[src/rtl/pipe_pass_pkg.sv]
// Shared types and constants for the pipe-pass detector: FSM state encodings and column height.
package pipe_pass_pkg;

    localparam int ROWS = 16;

    typedef enum logic [1:0] {
        IDLE    = 2'd0,
        CLEAR   = 2'd1,
        IN_PIPE = 2'd2,
        DEAD    = 2'd3
    } pp_state_t;

    function automatic logic col_hit(input logic [ROWS-1:0] bird, input logic [ROWS-1:0] pipe);
        return |(bird & pipe);
    endfunction

endpackage

[src/rtl/pipe_pass_detector_edge_detect.sv]
// Rising-edge detect of the start button; combinational rise, 1 cycle after the edge (3 with START_SYNC_EN).
// START_SYNC_EN adds a two-flop synchronizer ahead of the detector; no backpressure.
module edge_detect (
    input  logic clk,
    input  logic RST,
    input  logic in,
    output logic rise
);

`ifdef START_SYNC_EN
    logic r_sync1;
    logic r_sync2;
    logic r_prev;

    always_ff @(posedge clk or posedge RST) begin
        if (RST) begin
            r_sync1 <= 1'b0;
            r_sync2 <= 1'b0;
            r_prev  <= 1'b0;
        end else begin
            r_sync1 <= in;
            r_sync2 <= r_sync1;
            r_prev  <= r_sync2;
        end
    end

    assign rise = r_sync2 & ~r_prev;
`else
    logic r_prev;

    always_ff @(posedge clk or posedge RST) begin
        if (RST) begin
            r_prev <= 1'b0;
        end else begin
            r_prev <= in;
        end
    end

    assign rise = in & ~r_prev;
`endif

endmodule

[src/rtl/pipe_pass_detector.sv]
// Flappy-bird pipe-pass/collision FSM; Score pulses the cycle after a cleared pipe, crash is sticky.
// Game state advances only on tick; start path optionally synchronized via START_SYNC_EN.
module pipe_pass_detector
    import pipe_pass_pkg::*;
(
    input  logic            clk,
    input  logic            RST,
    input  logic            tick,
    input  logic            start,
    input  logic [ROWS-1:0] bird_row,
    input  logic [ROWS-1:0] pipe_col,
    output logic            Score,
    output logic            crash,
    output logic [1:0]      state
);

    pp_state_t r_state;
    pp_state_t w_state_nxt;
    logic      r_score;
    logic      r_crash;
    logic      w_score_nxt;
    logic      w_crash_nxt;
    logic      w_start_evt;
    logic      w_hit;
    logic      w_pipe;

    edge_detect u_start_edge (
        .clk  (clk),
        .RST  (RST),
        .in   (start),
        .rise (w_start_evt)
    );

    // Non-one-hot bird_row is deliberately ANDed as-is.
    assign w_hit  = col_hit(bird_row, pipe_col);
    assign w_pipe = |pipe_col;

    always_comb begin
        w_state_nxt = r_state;
        w_score_nxt = 1'b0;
        w_crash_nxt = r_crash;
        case (r_state)
            IDLE: begin
                if (w_start_evt) w_state_nxt = CLEAR;
            end
            CLEAR: begin
                if (tick) begin
                    if (w_hit) begin
                        w_state_nxt = DEAD;
                        w_crash_nxt = 1'b1;
                    end else if (w_pipe) begin
                        w_state_nxt = IN_PIPE;
                    end
                end
            end
            IN_PIPE: begin
                if (tick) begin
                    if (w_hit) begin
                        w_state_nxt = DEAD;
                        w_crash_nxt = 1'b1;
                    end else if (!w_pipe) begin
                        w_state_nxt = CLEAR;
                        w_score_nxt = 1'b1;
                    end
                end
            end
            DEAD: begin
                if (w_start_evt) begin
                    w_state_nxt = IDLE;
                    w_crash_nxt = 1'b0;
                end
            end
            default: begin
                w_state_nxt = IDLE;
                w_crash_nxt = 1'b0;
            end
        endcase
    end

    always_ff @(posedge clk or posedge RST) begin
        if (RST) begin
            r_state <= IDLE;
            r_score <= 1'b0;
            r_crash <= 1'b0;
        end else begin
            r_state <= w_state_nxt;
            r_score <= w_score_nxt;
            r_crash <= w_crash_nxt;
        end
    end

    assign Score = r_score;
    assign crash = r_crash;
    assign state = r_state;

endmodule

[config.mk]
export PLATFORM = sky130hd
export DESIGN_NAME = pipe_pass_detector
export DESIGN_NICKNAME = d
export VERILOG_FILES = /design/src/rtl/pipe_pass_pkg.sv /design/src/rtl/pipe_pass_detector_edge_detect.sv /design/src/rtl/pipe_pass_detector.sv
export SDC_FILE = /design/constraint.sdc
export NUM_CORES = 1
export LEC_CHECK = 0
export CORE_AREA = 10 10 50 52
export CTS_CLUSTER_DIAMETER = 120
export DETAILED_ROUTE_END_ITERATION = 16
export DIE_AREA = 0 0 60 62
export PLACE_DENSITY = 0.79
export SLEW_MARGIN = 5
export SYNTH_ARGS = -nofsm -noshare
export SYNTH_HDL_FRONTEND = slang
export SYNTH_SLANG_ARGS = --single-unit
[constraint.sdc]
create_clock -name clk -period 2.9 [get_ports clk]
set_clock_uncertainty 0.15 [all_clocks]
set_input_delay 0.58 -clock clk [delete_from_list [all_inputs] [get_ports clk]]
set_output_delay 0.58 -clock clk [all_outputs]
set_load 0.05 [all_outputs]
==> out/metrics.yaml, run 1 <==
drt:
  dr.pass1.iters: 4
  vias_per_cell: 5.36
  wire_per_inst_um: 15.5
  ant_nets: 0
  drc: 0
  vias: 606
  drt_iter0_markers: 6
  finalWirelength_mm: 1.75
run:
  drv_cap: 0
power_and_ir_drop:
  fin_total_pwr_mw: 0.570
  p_switching_mw: 0.250
  vdd_drop_max_mv: 0.397
  power.leakage_nw: 0.362
  internal_power_mw: 0.319
  seqPwrFrac_pct: 19.7
  comb_power_share_pct: 65.7
  swShare_pct: 43.9
  clkPwrFrac_pct: 14.6
  power_density_nw_per_um2: 607
setup_path:
  cpPeakStageDelay_ns: 0.44
  cp_slowest_cell: "clkdlybuf4s50_1"
  end_kind: "flip-flop"
  crit_buf_inv: 1
  cp_top_family: "compound AO/OA/AOI/OAI gates"
  r2r-start: "state[0]"
  worst-r2r-setup-slack_ns: 0.84
  crit_chain: "clkdlybuf4s50_1, a22o_1, a221oi_1, nand4_1, a311o_1, a31o_2"
  startpoint_type: "input pin"
  r2r_cells: 7
  r2r_end: "state[0]"
  worstPathRequired_ns: 2.88
  criticalPathCategory: "in -> reg"
  cp_data_arrival_time_ns: 2.42
  crit_fanout: 5
final_layout:
  diodes: 0
  n_fill_cell: 143
  fin_nets: 137
  seq_area_um2: 125
  multi_input_area_um2: 360
  fin_util_pct: 58.1
  layout-drive-gt1-share_pct: 11.5
  area_growth_syn_to_layout_pct: 87.5
clock_tree:
  cts.clk_slew.worst_paths_ns: 0.05
  root_buffer: "clkbuf_4"
  htree_levels: 1
  clock-sinks: 5
  clkLatencyLatePin_ns: 0.25
  cts_setup_buffers: 0
  clock_path_buffers: 2
  ctsHoldBuffers: 0
  cts-resized-gates: 0
  cts_buffers: 3
  cts_tree: "built"
floorplan:
  die_x_um: 60
  start_util_pct: 31.0
  chipHeight_um: 62
  die_area_um2: 3720
  core_um2: 1610
  fp-row-count: 15
  io_pins: 40
global_route:
  antenna_found_initial: 0
  grt-ovfl-total: 0
  grt_pass1_vias: 630
  grt.total_usage_pct: 9.88
  grt_pass1_wl_mm: 2.86
  grt_max_degree: 9
sta:
  whs_ns: 0.383
  hold_viol: 0
  rsz0062_at_grt: "no"
  worst_slew_pin_slew_ns: 0.501
  fin_crit_ns: 2.44
  setup_viol: 0
  drv_slew: 0
  finalCritPeriodShare_pct: 84.1
  fmax_ghz: 0.410
  slew_headroom_pct: 66.5
  timing.setup.tns_ns: 0
placement:
  io_buffers: 39
  gp_congestion: 0.815
  hpwl_mm: 1.61
synthesis:
  ys_ff_latch: 5
  yosysWarnings: 0
  netlist_top_cells_area: "dfrtp_1 25%, ha_1 10%, nor4_2 10%"
  synth_cell_types: 26
  synth_top_area_cell: "dfrtp_1"
  synth_top_area_share_pct: 25.0
  synth_edf_count: 0
  synthArstFlopShare_pct: 100
  avgSynthCellArea_um2: 9.44
  synthCells: 53
  synthFlopType: "dfrtp_1"
  ys_seq_area_share_pct: 25.0
  synth_nets: 93
  netlist_area_um2: 500
run_status:
  status: "complete, no violations"
worst_hold_path:
  hold_path.class: "in -> async"
[per-stage QoR]
stage | cells | instance area, µm² | setup WS, ns
after detailed placement | 109 | 912 | 0.196
after global routing | 113 | 938 | 0.341
after CTS | 113 | 938 | 0.464
after floorplan | 53 | 500 | 0.660
final | 113 | 938 | 0.460
after global placement | 109 | 912 | 0.204
[flip-flops by register name, indices dropped and copies added (netlist names)]
register             count
state                    2
Score                    1
crash                    1
u_start_edge.r_prev      1
[synth_stat cells, types with 2 or more instances]
master	number
a21oi_1	2
a221oi_1	4
a22o_1	4
dfrtp_1	5
ha_1	4
inv_1	4
nand2_1	2
nand4_1	2
nor2b_1	2
nor4_2	4
o21ai_0	5
[cells in the final DEF, fill, tap and decap left out]
cell type / count
nor3b_1: 1
nor4_2: 4
nor2_1: 1
or2b_2: 1
and3_1: 1
nand4_1: 2
a22o_1: 4
o21ai_0: 5
a21oi_2: 1
clkbuf_1: 1
clkbuf_4: 3
dfrtp_1: 5
a221oi_1: 4
inv_1: 4
nand2_1: 2
o211ai_1: 1
a21oi_1: 2
and4_1: 1
clkdlybuf4s50_1: 39
nor2b_1: 2
a311o_1: 1
mux2i_1: 1
ha_1: 4
a21boi_0: 1
a31oi_1: 1
and3_4: 1
a31o_2: 1
o2bb2ai_1: 1
a311oi_1: 1
[kinds of logic (layout without fill, tap and decap cells)]
logic type	after synthesis	in the layout	synth area share (%)
compound gates	23	23	34.3
simple gates	16	16	25.8
flops	5	5	25.0
fa+ha+maj	4	4	10.0
buf+inv	4	47	3.00
mux	1	1	2.00
[cell type report]
class / count / area share [%]
Timing Repair Buffer: 39 / 41.6
Multi-Input combinational cell: 44 / 38.4
Sequential cell: 5 / 13.3
Clock buffer: 4 / 2.80
Tap cell: 17 / 2.27
Inverter: 4 / 1.60
[per-layer routing]
metal	up-vias	track usage (%)	routed length, µm
li1	303	-	-
met1	291	10.9	688
met2	12	17.9	978
met3	0	3.25	81
met4	0	1.92	0
met5	-	0	0
[how the worst max path moves through the flow]
stage | to | slack (ns) | depth (start not counted) | from
floorplan | state[0] | 0.66 | 7 | state[0]
CTS | state[1] | 0.46 | 6 | pipe_col[2]
global placement | state[1] | 0.20 | 6 | pipe_col[6]
detailed placement | state[1] | 0.20 | 6 | pipe_col[2]
global route | state[1] | 0.34 | 6 | pipe_col[2]
finish | state[1] | 0.46 | 6 | pipe_col[2]
[power by group through the flow]
stage | clock [mW] | sequential (mW) | combinational (mW)
detailed placement | 0 | 0.113 | 0.375
CTS | 0.0867 | 0.112 | 0.377
floorplan | 0 | 0.168 | 0.191
finish | 0.0833 | 0.112 | 0.374
global placement | 0 | 0.113 | 0.371
global route | 0.0926 | 0.115 | 0.409
(Power assumes the default switching activity.)
==> run 2, diff against run 1 <==
--- a/config.mk
+++ b/config.mk
@@ -5,11 +5,11 @@
 export SDC_FILE = /design/constraint.sdc
 export NUM_CORES = 1
 export LEC_CHECK = 0
-export CORE_AREA = 10 10 50 52
+export CORE_AREA = 10 10 51 53
 export CTS_CLUSTER_DIAMETER = 120
 export DETAILED_ROUTE_END_ITERATION = 16
-export DIE_AREA = 0 0 60 62
-export PLACE_DENSITY = 0.79
+export DIE_AREA = 0 0 61 63
+export PLACE_DENSITY = 0.75
 export SLEW_MARGIN = 5
 export SYNTH_ARGS = -nofsm -noshare
 export SYNTH_HDL_FRONTEND = slang
==> constraint.sdc (replaced) <==
create_clock -name clk -period 2.28 [get_ports clk]
set_clock_uncertainty 0.15 [all_clocks]
set_input_delay 0.456 -clock clk [delete_from_list [all_inputs] [get_ports clk]]
set_output_delay 0.456 -clock clk [all_outputs]
set_load 0.05 [all_outputs]
==> out/metrics.yaml, run 2 (synthesis results as in run 1) <==
floorplan:
  chipHeight_um: 63  # was 62 µm
  fp-row-count: 15  # unchanged
  io_pins: 40  # unchanged
  start_util_pct: 30.3  # was 31.0%
  die_x_um: 61  # was 60 µm
  core_um2: 1650  # was 1610 µm²
  die_area_um2: 3840  # was 3720 µm²
setup_path:
  cpPeakStageDelay_ns: 0.47  # was 0.44 ns
  cp_top_family: "compound AO/OA/AOI/OAI gates"  # unchanged
  crit_buf_inv: 1  # unchanged
  crit_fanout: 3  # was 5
  crit_chain: "clkdlybuf4s50_1, nor4_2, and4_4, mux2i_1, a311o_1, a31o_2"  # was clkdlybuf4s50_1, a22o_1, a221oi_1, nand4_1, a311o_1, a31o_2
  cp_slowest_cell: "clkdlybuf4s50_1"  # unchanged
  startpoint_type: "input pin"  # unchanged
  worstPathRequired_ns: 2.26  # was 2.88 ns
  end_kind: "flip-flop"  # unchanged
  criticalPathCategory: "in -> reg"  # unchanged
  cp_data_arrival_time_ns: 2.22  # was 2.42 ns
power_and_ir_drop:
  p_switching_mw: 0.344  # was 0.250 mW
  internal_power_mw: 0.426  # was 0.319 mW
  swShare_pct: 44.7  # was 43.9%
  vdd_drop_max_mv: 0.422  # was 0.397 mV
  clkPwrFrac_pct: 13.3  # was 14.6%
  power.leakage_nw: 0.455  # was 0.362 nW
  seqPwrFrac_pct: 18.8  # was 19.7%
  fin_total_pwr_mw: 0.770  # was 0.570 mW
  comb_power_share_pct: 67.8  # was 65.7%
  power_density_nw_per_um2: 736  # was 607 nW/µm²
global_route:
  grt_pass1_wl_mm: 3.38  # was 2.86 mm
  grt.total_usage_pct: 11.1  # was 9.88%
  grt_max_degree: 7  # was 9
  grt-ovfl-total: 0  # unchanged
  grt_pass1_vias: 730  # was 630
  antenna_found_initial: 0  # unchanged
sta:
  drv_slew: 0  # unchanged
  timing.setup.tns_ns: 0  # unchanged
  hold_viol: 0  # unchanged
  whs_ns: 0.270  # was 0.383 ns
  setup_viol: 0  # unchanged
  finalCritPeriodShare_pct: 98.4
  fmax_ghz: 0.446
  worst_slew_pin_slew_ns: 0.502  # was 0.501 ns
  slew_headroom_pct: 66.4  # was 66.5%
  fin_crit_ns: 2.24
  finalWorstSetupSlack_ns: 0.0368  # was 0.460 ns
clock_tree:
  cts_buffers: 3  # unchanged
  ctsHoldBuffers: 0  # unchanged
  clock_path_buffers: 2  # unchanged
  clkLatencyLatePin_ns: 0.24  # was 0.25 ns
  root_buffer: "clkbuf_4"  # unchanged
  cts_tree: "built"  # unchanged
  clock-sinks: 5  # unchanged
  htree_levels: 1  # unchanged
  cts.clk_slew.worst_paths_ns: 0.04  # was 0.05 ns
  cts_setup_buffers: 0  # unchanged
drt:
  finalWirelength_mm: 2.22  # was 1.75 mm
  ant_nets: 0  # unchanged
  vias: 660  # was 606
  wire_per_inst_um: 18.7  # was 15.5 µm
  vias_per_cell: 5.55  # was 5.36
  drt_iter0_markers: 7  # was 6
  drc: 0  # unchanged
  dr.pass1.iters: 4  # unchanged
final_layout:
  stdcell_count: 119  # was 113
  area_growth_syn_to_layout_pct: 109  # was 87.5%
  fin_util_pct: 63.3  # was 58.1%
  seq_area_um2: 125  # unchanged
  mostFrequentLayoutCells: "33 x clkdlybuf4s50_1, 6 x dlymetal6s2s_1, 6 x buf_4"  # was 39 x clkdlybuf4s50_1, 5 x dfrtp_1, 5 x o21ai_0
  mostFrequentLayoutCell: "clkdlybuf4s50_1"  # unchanged
  n_fill_cell: 143  # unchanged
  layout-drive-gt1-share_pct: 20.6  # was 11.5%
  fin_area_um2: 1050  # was 938 µm²
  diodes: 0  # unchanged
  multi_input_area_um2: 408  # was 360 µm²
  fin_nets: 143  # was 137
  largest_reg_flops: 2  # unchanged
placement:
  hpwl_mm: 1.86  # was 1.61 mm
  placedCellCount: 115  # was 109
  gp_congestion: 0.796  # was 0.815
  dp_slack_ns: -0.243  # was 0.196 ns
  io_buffers: 39  # unchanged
  place_area_um2: 957  # was 912 µm²
run:
  drv_cap: 0  # unchanged
worst_hold_path:
  hold_path.class: "in -> async"  # unchanged
run_status:
  status: "complete, no violations"  # unchanged
## run 2: changes by cell type in the layout (fill, tap and decap cells not counted)
cell             delta
buf_4               +6
clkdlybuf4s50_1     -6
dlymetal6s2s_1      +6
a221oi_1            -3
a221oi_2            +3
nor4_2              -3
nor4_4              +3
and4_1              -1
and4_4              +1
## run 2: what timing repair did
action | in CTS | in global routing
endpoints found under the hold margin | 0 | 0
setup endpoints to repair | 0 | 2
gates resized for setup | 0 | 13
## run 2: layer usage
metal  vias up  global-route usage, %  share of wire [%]
met5         -                      0                  0
met4         0                   3.30                1.8
met3         6                   2.44                4.2
met2        19                   21.3                 60
met1       317                   11.0                 34
li1        318                      -                  -
## run 2: cell type report
| type | count | share of cell area (%) |
|---|---|---|
| sequential | 5 | 12.0 |
| tap | 17 | 2.03 |
| inverter | 4 | 1.44 |
| multi-input combinational | 44 | 39.0 |
| clock buffer | 4 | 2.51 |
| timing repair buffer | 45 | 43.1 |
## run 2: power by group through the flow
stage | registers (mW) | clock network [mW] | logic, mW
detailed placement | 0.145 | 0 | 0.505
CTS | 0.144 | 0.106 | 0.509
finish | 0.145 | 0.103 | 0.523
global placement | 0.143 | 0 | 0.492
global route | 0.149 | 0.113 | 0.568
floorplan | 0.213 | 0 | 0.243
## run 2: final timing paths
check,from,slack [ns],depth (start not counted),to
worst max-delay path,pipe_col[10],0.04,6,state[1]
worst min-delay path,RST,0.27,2,state[0]
worst max register to register,state[0],0.25,7,state[1]
worst min register to register,crash,0.45,2,crash
max in group asynchronous,RST,1.52,2,Score
min in group clk,crash,0.45,2,crash
